==> config.mk <==
export PLATFORM = sky130hd
export DESIGN_NAME = control_multiciclo_flat
export DESIGN_NICKNAME = d
export VERILOG_FILES = /design/src/rtl/control_multiciclo_if.sv /design/src/rtl/control_multiciclo.sv /design/src/flat_wrapper.sv
export SDC_FILE = /design/constraint.sdc
export NUM_CORES = 1
export LEC_CHECK = 0
export CAP_MARGIN = 5
export CORE_MARGIN = 2
export CORE_UTILIZATION = 35
export DETAILED_ROUTE_END_ITERATION = 8
export SYNTH_ARGS = -nofsm -noshare
export SYNTH_HDL_FRONTEND = slang
export SYNTH_SLANG_ARGS = --single-unit
export TNS_END_PERCENT = 100
==> constraint.sdc <==
create_clock -name clk -period 2.15 [get_ports clk]
set_clock_uncertainty 0.15 [all_clocks]
set_input_delay 0.215 -clock clk [delete_from_list [all_inputs] [get_ports clk]]
set_output_delay 0.215 -clock clk [all_outputs]
set_load 0.01 [all_outputs]
==> src/rtl/control_multiciclo_if.sv <==
// Controller <-> IR/PC/datapath/memory bundle: start, opcode, memory handshake, strobes, status.
// master = sequencer side, slave = datapath/memory side.
// Only mem_req/mem_ack handshake; everything else is a per-cycle strobe or level.
interface control_multiciclo_if #(
  parameter int OPCODE_W = 8,
  parameter int CNT_W    = 16
);
  logic                start;
  logic [OPCODE_W-1:0] opcode;
  logic                mem_ack;
  logic                mem_req;
  logic                instr_fetch;
  logic                ir_load;
  logic                pc_inc;
  logic                jump_enable;
  logic                write_enable_memory;
  logic                write_enable_reg;
  logic [1:0]          control_op;
  logic [1:0]          alu_op;
  logic                finaliza_execucao;
  logic                illegal_opcode;
  logic                bus_error;
  logic [CNT_W-1:0]    instr_count;

  modport master (
    input  start, opcode, mem_ack,
    output mem_req, instr_fetch, ir_load, pc_inc, jump_enable, write_enable_memory,
           write_enable_reg, control_op, alu_op, finaliza_execucao, illegal_opcode,
           bus_error, instr_count
  );

  modport slave (
    output start, opcode, mem_ack,
    input  mem_req, instr_fetch, ir_load, pc_inc, jump_enable, write_enable_memory,
           write_enable_reg, control_op, alu_op, finaliza_execucao, illegal_opcode,
           bus_error, instr_count
  );
endinterface

==> src/rtl/control_multiciclo.sv <==
// Multi-cycle instruction sequencer: FETCH -> DECODE -> EXEC | MEM, with HALT and FAULT sinks.
// Latency: 3 cycles per instruction with zero-wait memory, plus 1 per memory wait cycle.
// Backpressure: holds mem_req until mem_ack; gives up into FAULT after MEM_TIMEOUT unacked cycles.
module control_multiciclo #(
  parameter int OPCODE_W      = 8,
  parameter int MEM_TIMEOUT   = 15,
  parameter int TMO_W         = 4,
  parameter int CNT_W         = 16,
  parameter bit STRICT_DECODE = 1'b1
) (
  input logic clk,
  input logic rst,
  control_multiciclo_if.master ctl
);

  typedef enum logic [2:0] {IDLE, FETCH, DECODE, EXEC, MEM, HALT, FAULT} state_t;

  localparam logic [OPCODE_W-1:0] OP_LI    = OPCODE_W'(8'h00);
  localparam logic [OPCODE_W-1:0] OP_MOV   = OPCODE_W'(8'h01);
  localparam logic [OPCODE_W-1:0] OP_LOAD  = OPCODE_W'(8'h02);
  localparam logic [OPCODE_W-1:0] OP_STORE = OPCODE_W'(8'h03);
  localparam logic [OPCODE_W-1:0] OP_JMP   = OPCODE_W'(8'h05);
  localparam logic [OPCODE_W-1:0] OP_ADD   = OPCODE_W'(8'h09);
  localparam logic [OPCODE_W-1:0] OP_SUB   = OPCODE_W'(8'h0A);
  localparam logic [OPCODE_W-1:0] OP_AND   = OPCODE_W'(8'h0B);
  localparam logic [OPCODE_W-1:0] OP_OR    = OPCODE_W'(8'h0C);
  localparam logic [OPCODE_W-1:0] OP_HALT  = OPCODE_W'(8'h0F);

  state_t              state_q, state_d;
  logic [OPCODE_W-1:0] op_q;
  logic [TMO_W-1:0]    wait_q;
  logic [CNT_W-1:0]    cnt_q;
  logic                ill_q, berr_q;
  logic                retire, set_ill, set_berr, tmo_hit;
  logic                mem_req, instr_fetch, ir_load, pc_inc, jump_en, we_mem, we_reg;
  logic [1:0]          control_op, alu_op;

  // The limit is judged on the cycle about to be spent waiting, so an ack in that cycle still wins.
  assign tmo_hit = (wait_q == TMO_W'(MEM_TIMEOUT - 1));

  // State register, opcode capture, wait counter, retire counter and sticky flags.
  always_ff @(posedge clk or negedge rst) begin
    if (!rst) begin
      state_q <= IDLE;
      op_q    <= '0;
      wait_q  <= '0;
      cnt_q   <= '0;
      ill_q   <= 1'b0;
      berr_q  <= 1'b0;
    end else begin
      state_q <= state_d;
      if (state_q == DECODE) op_q <= ctl.opcode;
      if (state_d != state_q) wait_q <= '0;
      else if (mem_req)       wait_q <= wait_q + TMO_W'(1);
      if (retire && cnt_q != {CNT_W{1'b1}}) cnt_q <= cnt_q + CNT_W'(1);
      if (set_ill)  ill_q  <= 1'b1;
      if (set_berr) berr_q <= 1'b1;
    end
  end

  // Next state and per-cycle datapath strobes; everything idles at zero unless a state asks.
  always_comb begin
    state_d     = state_q;
    mem_req     = 1'b0;
    instr_fetch = 1'b0;
    ir_load     = 1'b0;
    pc_inc      = 1'b0;
    jump_en     = 1'b0;
    we_mem      = 1'b0;
    we_reg      = 1'b0;
    control_op  = 2'b00;
    alu_op      = 2'b00;
    retire      = 1'b0;
    set_ill     = 1'b0;
    set_berr    = 1'b0;
    case (state_q)
      IDLE: if (ctl.start) state_d = FETCH;
      FETCH: begin
        mem_req     = 1'b1;
        instr_fetch = 1'b1;
        if (ctl.mem_ack) begin
          ir_load = 1'b1;
          state_d = DECODE;
        end else if (tmo_hit) begin
          set_berr = 1'b1;
          state_d  = FAULT;
        end
      end
      DECODE: begin
        case (ctl.opcode)
          OP_LOAD, OP_STORE: state_d = MEM;
          OP_HALT: begin
            retire  = 1'b1;
            state_d = HALT;
          end
          OP_LI, OP_MOV, OP_JMP, OP_ADD, OP_SUB, OP_AND, OP_OR: state_d = EXEC;
          default: begin
            if (STRICT_DECODE) begin
              set_ill = 1'b1;
              state_d = FAULT;
            end else begin
              state_d = EXEC;
            end
          end
        endcase
      end
      EXEC: begin
        retire  = 1'b1;
        state_d = FETCH;
        case (op_q)
          OP_LI:  begin we_reg = 1'b1; control_op = 2'b01; pc_inc = 1'b1; end
          OP_MOV: begin we_reg = 1'b1; control_op = 2'b10; pc_inc = 1'b1; end
          OP_JMP: jump_en = 1'b1;
          OP_ADD: begin we_reg = 1'b1; alu_op = 2'b00; pc_inc = 1'b1; end
          OP_SUB: begin we_reg = 1'b1; alu_op = 2'b01; pc_inc = 1'b1; end
          OP_AND: begin we_reg = 1'b1; alu_op = 2'b10; pc_inc = 1'b1; end
          OP_OR:  begin we_reg = 1'b1; alu_op = 2'b11; pc_inc = 1'b1; end
          default: pc_inc = 1'b1;  // tolerated illegal opcode retires as a NOP
        endcase
      end
      MEM: begin
        mem_req = 1'b1;
        we_mem  = (op_q == OP_STORE);
        if (ctl.mem_ack) begin
          pc_inc  = 1'b1;
          retire  = 1'b1;
          state_d = FETCH;
          if (op_q == OP_LOAD) begin
            we_reg     = 1'b1;
            control_op = 2'b11;
          end
        end else if (tmo_hit) begin
          set_berr = 1'b1;
          state_d  = FAULT;
        end
      end
      HALT, FAULT: state_d = state_q;
      default: state_d = IDLE;
    endcase
  end

  assign ctl.mem_req             = mem_req;
  assign ctl.instr_fetch         = instr_fetch;
  assign ctl.ir_load             = ir_load;
  assign ctl.pc_inc              = pc_inc;
  assign ctl.jump_enable         = jump_en;
  assign ctl.write_enable_memory = we_mem;
  assign ctl.write_enable_reg    = we_reg;
  assign ctl.control_op          = control_op;
  assign ctl.alu_op              = alu_op;
  assign ctl.finaliza_execucao   = (state_q == HALT);
  assign ctl.illegal_opcode      = ill_q;
  assign ctl.bus_error           = berr_q;
  assign ctl.instr_count         = cnt_q;

endmodule

==> src/flat_wrapper.sv <==
// flat-port wrapper written by rule: the top's interface ports become plain ports
module control_multiciclo_flat 
#(
  parameter int OPCODE_W      = 8,
  parameter int MEM_TIMEOUT   = 15,
  parameter int TMO_W         = 4,
  parameter int CNT_W         = 16,
  parameter bit STRICT_DECODE = 1'b1
)
  (clk, rst, ctl_start, ctl_opcode, ctl_mem_ack, ctl_mem_req, ctl_instr_fetch, ctl_ir_load, ctl_pc_inc, ctl_jump_enable, ctl_write_enable_memory, ctl_write_enable_reg, ctl_control_op, ctl_alu_op, ctl_finaliza_execucao, ctl_illegal_opcode, ctl_bus_error, ctl_instr_count);
  control_multiciclo_if #(.OPCODE_W(OPCODE_W), .CNT_W(CNT_W)) ctl_i ();
  input logic clk;
  input logic rst;
  input wire logic [$bits(ctl_i.start)-1:0] ctl_start;
  input wire logic [$bits(ctl_i.opcode)-1:0] ctl_opcode;
  input wire logic [$bits(ctl_i.mem_ack)-1:0] ctl_mem_ack;
  output wire logic [$bits(ctl_i.mem_req)-1:0] ctl_mem_req;
  output wire logic [$bits(ctl_i.instr_fetch)-1:0] ctl_instr_fetch;
  output wire logic [$bits(ctl_i.ir_load)-1:0] ctl_ir_load;
  output wire logic [$bits(ctl_i.pc_inc)-1:0] ctl_pc_inc;
  output wire logic [$bits(ctl_i.jump_enable)-1:0] ctl_jump_enable;
  output wire logic [$bits(ctl_i.write_enable_memory)-1:0] ctl_write_enable_memory;
  output wire logic [$bits(ctl_i.write_enable_reg)-1:0] ctl_write_enable_reg;
  output wire logic [$bits(ctl_i.control_op)-1:0] ctl_control_op;
  output wire logic [$bits(ctl_i.alu_op)-1:0] ctl_alu_op;
  output wire logic [$bits(ctl_i.finaliza_execucao)-1:0] ctl_finaliza_execucao;
  output wire logic [$bits(ctl_i.illegal_opcode)-1:0] ctl_illegal_opcode;
  output wire logic [$bits(ctl_i.bus_error)-1:0] ctl_bus_error;
  output wire logic [$bits(ctl_i.instr_count)-1:0] ctl_instr_count;
  assign ctl_i.start = ctl_start;
  assign ctl_i.opcode = ctl_opcode;
  assign ctl_i.mem_ack = ctl_mem_ack;
  assign ctl_mem_req = ctl_i.mem_req;
  assign ctl_instr_fetch = ctl_i.instr_fetch;
  assign ctl_ir_load = ctl_i.ir_load;
  assign ctl_pc_inc = ctl_i.pc_inc;
  assign ctl_jump_enable = ctl_i.jump_enable;
  assign ctl_write_enable_memory = ctl_i.write_enable_memory;
  assign ctl_write_enable_reg = ctl_i.write_enable_reg;
  assign ctl_control_op = ctl_i.control_op;
  assign ctl_alu_op = ctl_i.alu_op;
  assign ctl_finaliza_execucao = ctl_i.finaliza_execucao;
  assign ctl_illegal_opcode = ctl_i.illegal_opcode;
  assign ctl_bus_error = ctl_i.bus_error;
  assign ctl_instr_count = ctl_i.instr_count;
  control_multiciclo #(.OPCODE_W(OPCODE_W), .MEM_TIMEOUT(MEM_TIMEOUT), .TMO_W(TMO_W), .CNT_W(CNT_W), .STRICT_DECODE(STRICT_DECODE)) u_core (.clk(clk), .rst(rst), .ctl(ctl_i));
endmodule
==> impl_metrics.ini, run 1 <==
[run_status]
status = complete, but fails checks
violations = negative setup slack

[power_and_ir_drop]
powerDensity_nw_per_um2 = 1060
p_leak_uw = 0.00123
ir_drop_mv = 0.563

[placed_design]
dp_cells = 328
gp_congestion = 0.787
port_buffers = 41
place_hpwl_mm = 3.17

[routing]
drc = 0
antenna_left = 0
first_pass_iters = 4
first_iter_violations = 100
vias_per_cell = 5.06
wl_per_cell_um = 13.4
via_count = 1719
totalWireLength_mm = 4.55

[critical_path]
start_kind = primary input
arrival_ns = 2.22
cp_cell_sequence = clkdlybuf4s50_1 > nor4_4 > and4b_1 > a211oi_2 > or3b_4 > nor2_2 > mux2_1
slowest_stage = clkdlybuf4s50_1
path_class = primary input to flip-flop
end_kind = flip-flop
crit_fanout = 3
reg2reg_setup_slack_ns = 0.03
critPathMaxStageDelay_ns = 0.45
worstPathRequired_ns = 2.16
worst-r2r-cell-count = 7

[clock_network]
clockBufferDepth = 2
htree_num_levels = 2
cts_hold_repair.buffers = 0
root_buffer = clkbuf_8
cts_sinks = 33
cts_tree = yes
insertion_delay_ns = 0.28
cts_made_buffers = 5
clk_pin_slew_worst_paths_ns = 0.07

[timing]
slew_viol_final = 0
hold_viol = 0
fin_ws_ns = -0.0536
rsz0062_at_grt = yes
fin_crit_ns = 2.20
post-route-period-util_pct = 102
tightest_slew_ns = 0.421
slew_headroom_pct = 72.0
setup_violations = 3
max_freq_ghz = 0.454
hold_slack_ns = 0.181

[die]
io_pins = 42
die_y_um = 77.8
start_util_pct = 36.8
die_area_um2 = 6050
die_w_um = 77.8
core-area_um2 = 5170
num_rows = 26

[global_route]
grt_remaining_overflow = 0
grt_pass1_wl_mm = 7.95
grt_pass1_vias = 1695
grt_usage_pct = 16.3
grt_max_degree = 34
grt_antenna_before_repair = 0

[synth]
synth_area_leaders = dfrtp_1 (43%), xnor2_1 (6.0%), mux2_2 (5.3%)
synth_top_area_share_pct = 43.3
synth_warnings = 0
synth_ff_type = dfrtp_1
synth_cell_types = 40
syn_inst = 202
netlist_area_um2 = 1910
seq_area_frac_synth_pct = 43.3
async_reset_ff_share_pct = 100
yosys.area.top_type = dfrtp_1
synth_edf_count = 0
ys_ff_latch = 33
synth.net_count = 217
avgSynthCellArea_um2 = 9.43

[layout]
syn2layout_area_growth_pct = 44.1
diodes = 0
layoutNonFillerInstCount = 340
layout_commonest_cell = dfrtp_1
fill_cells = 464
final_cell_mix = dfrtp_1 (33), clkdlybuf4s50_1 (28), buf_4 (25)
drive_gt1_share_pct = 26.7
nets = 285

[hold_path]
min_path_type = primary input to asynchronous set/reset pin

[run]
maxCapViolCount = 0
-- report_power, final --
group | switching (µW) | internal, µW
clock network | 211 | 254
registers | 145 | 792
logic | 749 | 772
total | 1100 | 1820
-- synth_stat cells, types with 3 or more instances --
library cell	instances
nand3_1	11
and3_1	4
nor3_1	6
mux2_2	9
o21ai_0	13
xor2_1	4
and2_1	3
nor2_1	17
nand2_1	18
a21oi_1	7
nand4_1	6
inv_1	7
clkbuf_1	5
dfrtp_1	33
nand2b_1	7
ha_1	3
xnor2_1	13
a211oi_1	3
a21o_1	4
-- worst max-delay path, delay by kind of cell --
| kind | cells | cell delay (ns) |
|---|---|---|
| simple gates | 4 | 1.12 |
| buf+inv | 1 | 0.45 |
| mux | 1 | 0.32 |
| compound gates | 1 | 0.11 |
-- through the flow --
step	utilization [%]	total power (µW)	TNS (ns)	instance area [µm²]	setup WS [ns]
after global routing	53.1	3150	-0.776	2750	-0.135
final	53.1	2920	-0.125	2750	-0.0536
after detailed placement	49.1	2280	-4.26	2540	-0.368
after CTS	51.8	2870	-0.220	2680	-0.0716
after floorplan	-	1700	0	1910	0.169
after global placement	49.1	2270	-3.29	2540	-0.306
-- registers in the layout, indices dropped and copies added, names as in the netlist --
name,cells
u_core.wait_q,4
u_core.state_q,3
u_core.ctl.illegal_opcode,1
u_core.ctl.bus_error,1
u_core.op_q,8
u_core.ctl.instr_count,16
-- final cells by class --
class / count / area, µm² / share of cell area [%]
timing repair buffer: 69 / 603 / 22.0
multi-input combinational: 154 / 1120 / 40.7
tap: 70 / 87.6 / 3.19
sequential: 33 / 826 / 30.1
inverter: 7 / 26.3 / 0.957
clock buffer: 7 / 86.3 / 3.14
-- cells by family (layout without fill, tap and decap cells) --
logic type	count (synthesis)	in the layout	synth area share (%)
compound gates	40	40	13.6
xor+xnor	17	17	7.81
fa+ha+maj	3	3	1.97
buf+inv	15	83	3.28
flops	33	33	43.3
mux	12	12	7.03
simple gates	82	82	23.0
-- timing repair --
item,CTS,global route
setup endpoints to repair,13,25
buffers inserted,3,2
pin swaps,7,5
cloned,0,0
endpoints found under the hold margin,0,0
resized for setup,50,14
-- path summary, 6_finish.rpt --
kind,start,end
worst max-delay path,ctl_opcode[4],u_core.ctl.instr_count[14]
worst min-delay path,rst,u_core.ctl.instr_count[9]
worst max register to register,u_core.state_q[2],u_core.ctl.instr_count[14]
worst min register to register,u_core.ctl.bus_error,u_core.ctl.bus_error
max in group asynchronous,rst,u_core.ctl.illegal_opcode
min in group clk,u_core.ctl.bus_error,u_core.ctl.bus_error
-- routing by layer --
metal	up-vias	track usage, %	share of wire, %	routed length [µm]
met4	0	5.89	1.4	64
met1	819	21.3	45	2070
met2	41	26.6	48	2210
met3	7	3.37	4.7	212
met5	-	0	0	0
li1	852	-	-	-
Power figures use the tool's default switching activity.
==> run 2: changes to the inputs <==
- PLACE_DENSITY: unset -> 0.69
==> impl_metrics.ini, run 2 (synthesized netlist as in run 1, its figures left out) <==
[clock_network]
clockBufferDepth = 2
root_buffer = clkbuf_8
cts_tree = yes
htree_num_levels = 2
cts_sinks = 33
cts_made_buffers = 5
insertion_delay_ns = 0.28
clk_pin_slew_worst_paths_ns = 0.06
cts_hold_repair.buffers = 0

[timing]
hold_viol = 0
slew_viol_final = 0
slew_headroom_pct = 73.0
setup_violations = 4
fin_ws_ns = -0.0856
tightest_slew_ns = 0.395
max_freq_ghz = 0.447
fin_crit_ns = 2.24
rsz0062_at_grt = yes
post-route-period-util_pct = 104

[die]
core-area_um2 = 5170
die_area_um2 = 6050
num_rows = 26
die_w_um = 77.8
io_pins = 42
start_util_pct = 36.8
die_y_um = 77.8

[critical_path]
reg2reg_setup_slack_ns = 0.06
critPathMaxStageDelay_ns = 0.58
cp_cell_sequence = or4_4 > nor2_4 > nand2_2 > buf_6 > o21ai_2 > nand2b_1 > buf_2
arrival_ns = 1.87
end_kind = output port
worstPathRequired_ns = 1.78
path_depth = 7
reg2reg_to = u_core.ctl.instr_count[14]
crit_fanout = 3
start_kind = flip-flop
r2r_start = u_core.state_q[1]
slowest_stage = or4_4
worst-path-buf-inv = 2
path_class = flip-flop to output port
critPathTopFamily = simple AND/OR/NAND/NOR gates
worst-r2r-cell-count = 6

[run]
maxCapViolCount = 0

[routing]
first_pass_iters = 4
via_count = 1754
vias_per_cell = 5.17
first_iter_violations = 115
wl_per_cell_um = 13.5
totalWireLength_mm = 4.59
antenna_left = 0
drc = 0

[run_status]
violations = negative setup slack
status = complete, but fails checks

[global_route]
grt_antenna_before_repair = 0
grt_usage_pct = 16.1
grt_pass1_wl_mm = 7.78
grt_remaining_overflow = 0
grt_max_degree = 34
grt_pass1_vias = 1688

[layout]
multiInputGateArea_um2 = 1110
layout_commonest_cell = dfrtp_1
largest_reg_flops = 16
design_area_um2 = 2740
finalCoreUtilization_pct = 52.9
fill_cells = 474
nets = 283
diodes = 0
drive_gt1_share_pct = 27.5
layoutNonFillerInstCount = 339
final_cell_mix = dfrtp_1 (33), clkdlybuf4s50_1 (26), buf_4 (22)
syn2layout_area_growth_pct = 43.6
register_area_um2 = 826

[hold_path]
hold_path_depth = 2
hold_path_startpoint = ctl_opcode[5]
min_to = u_core.op_q[5]
min_path_type = primary input to flip-flop

[power_and_ir_drop]
ir_drop_mv = 0.586
total_power_uw = 2950
powerDensity_nw_per_um2 = 1080
p_leak_uw = 0.00122

[placed_design]
gp_congestion = 0.850
dp_cells = 327
place_area_um2 = 2540
place_hpwl_mm = 3.29
port_buffers = 41
run 2: cell count changes in the layout (fill, tap and decap cells not counted), sizes merged:
cell           before  now
dlymetal6s2s        3    2
clkdlybuf4s50      28   26
dlygate4sd2         2    5
clkinv              0    1
clkdlybuf4s15       1    0
buf                35   34
run 2: stage by stage:
stage	TNS (ns)	setup WS, ns	hold WS, ns
floorplan	0	0.169	-0.231
global placement	-3.18	-0.297	0.303
detailed placement	-3.77	-0.357	0.307
CTS	-0.266	-0.0838	0.180
global route	-0.648	-0.143	0.129
finish	-0.150	-0.0856	0.128
run 2: what timing repair did:
action,4_1_cts,5_1_grt
pin swaps,6,7
setup endpoints to repair,13,12
gates resized for setup,58,10
buffers inserted,0,4
hold endpoints to repair,0,0
run 2: final cells by class:
cell class                      count  share of cell area, %
Multi-Input combinational cell    154                   40.5
Sequential cell                    33                   30.2
Timing Repair Buffer               67                   21.5
Clock buffer                        7                   3.52
Tap cell                           70                   3.20
Inverter                            7                  0.960
Clock inverter                      1                  0.183
run 2: layer usage:
layer  vias to the layer above  part of all wire [%]  GRT usage, %
met5                         -                     0             0
met4                         0                   1.9          5.89
met3                         7                   4.1          3.37
met2                        53                    48          27.1
met1                       840                    46          20.3
li1                        854                     -             -
run 2: worst max-delay path by stage:
stage                              startpoint                         end
floorplan           u_core.ctl.instr_count[2]  u_core.ctl.instr_count[14]
finish                         u_core.op_q[6]                  ctl_pc_inc
global route                   u_core.op_q[5]                  ctl_pc_inc
CTS                            u_core.op_q[6]                  ctl_pc_inc
global placement                ctl_opcode[5]  u_core.ctl.instr_count[14]
detailed placement              ctl_opcode[5]  u_core.ctl.instr_count[14]
run 2: worst register-to-register path: cells and delay by family (launching register included):
kind / cells / cell delay (ns)
compound gates: 1 / 0.09
mux: 1 / 0.32
flops: 1 / 0.40
simple gates: 4 / 1.01
run 2: power breakdown:
part,total (µW),internal (µW),switching [µW]
Sequential,956,792,163
Clock,512,289,222
Combinational,1480,759,720
Total,2950,1840,1110
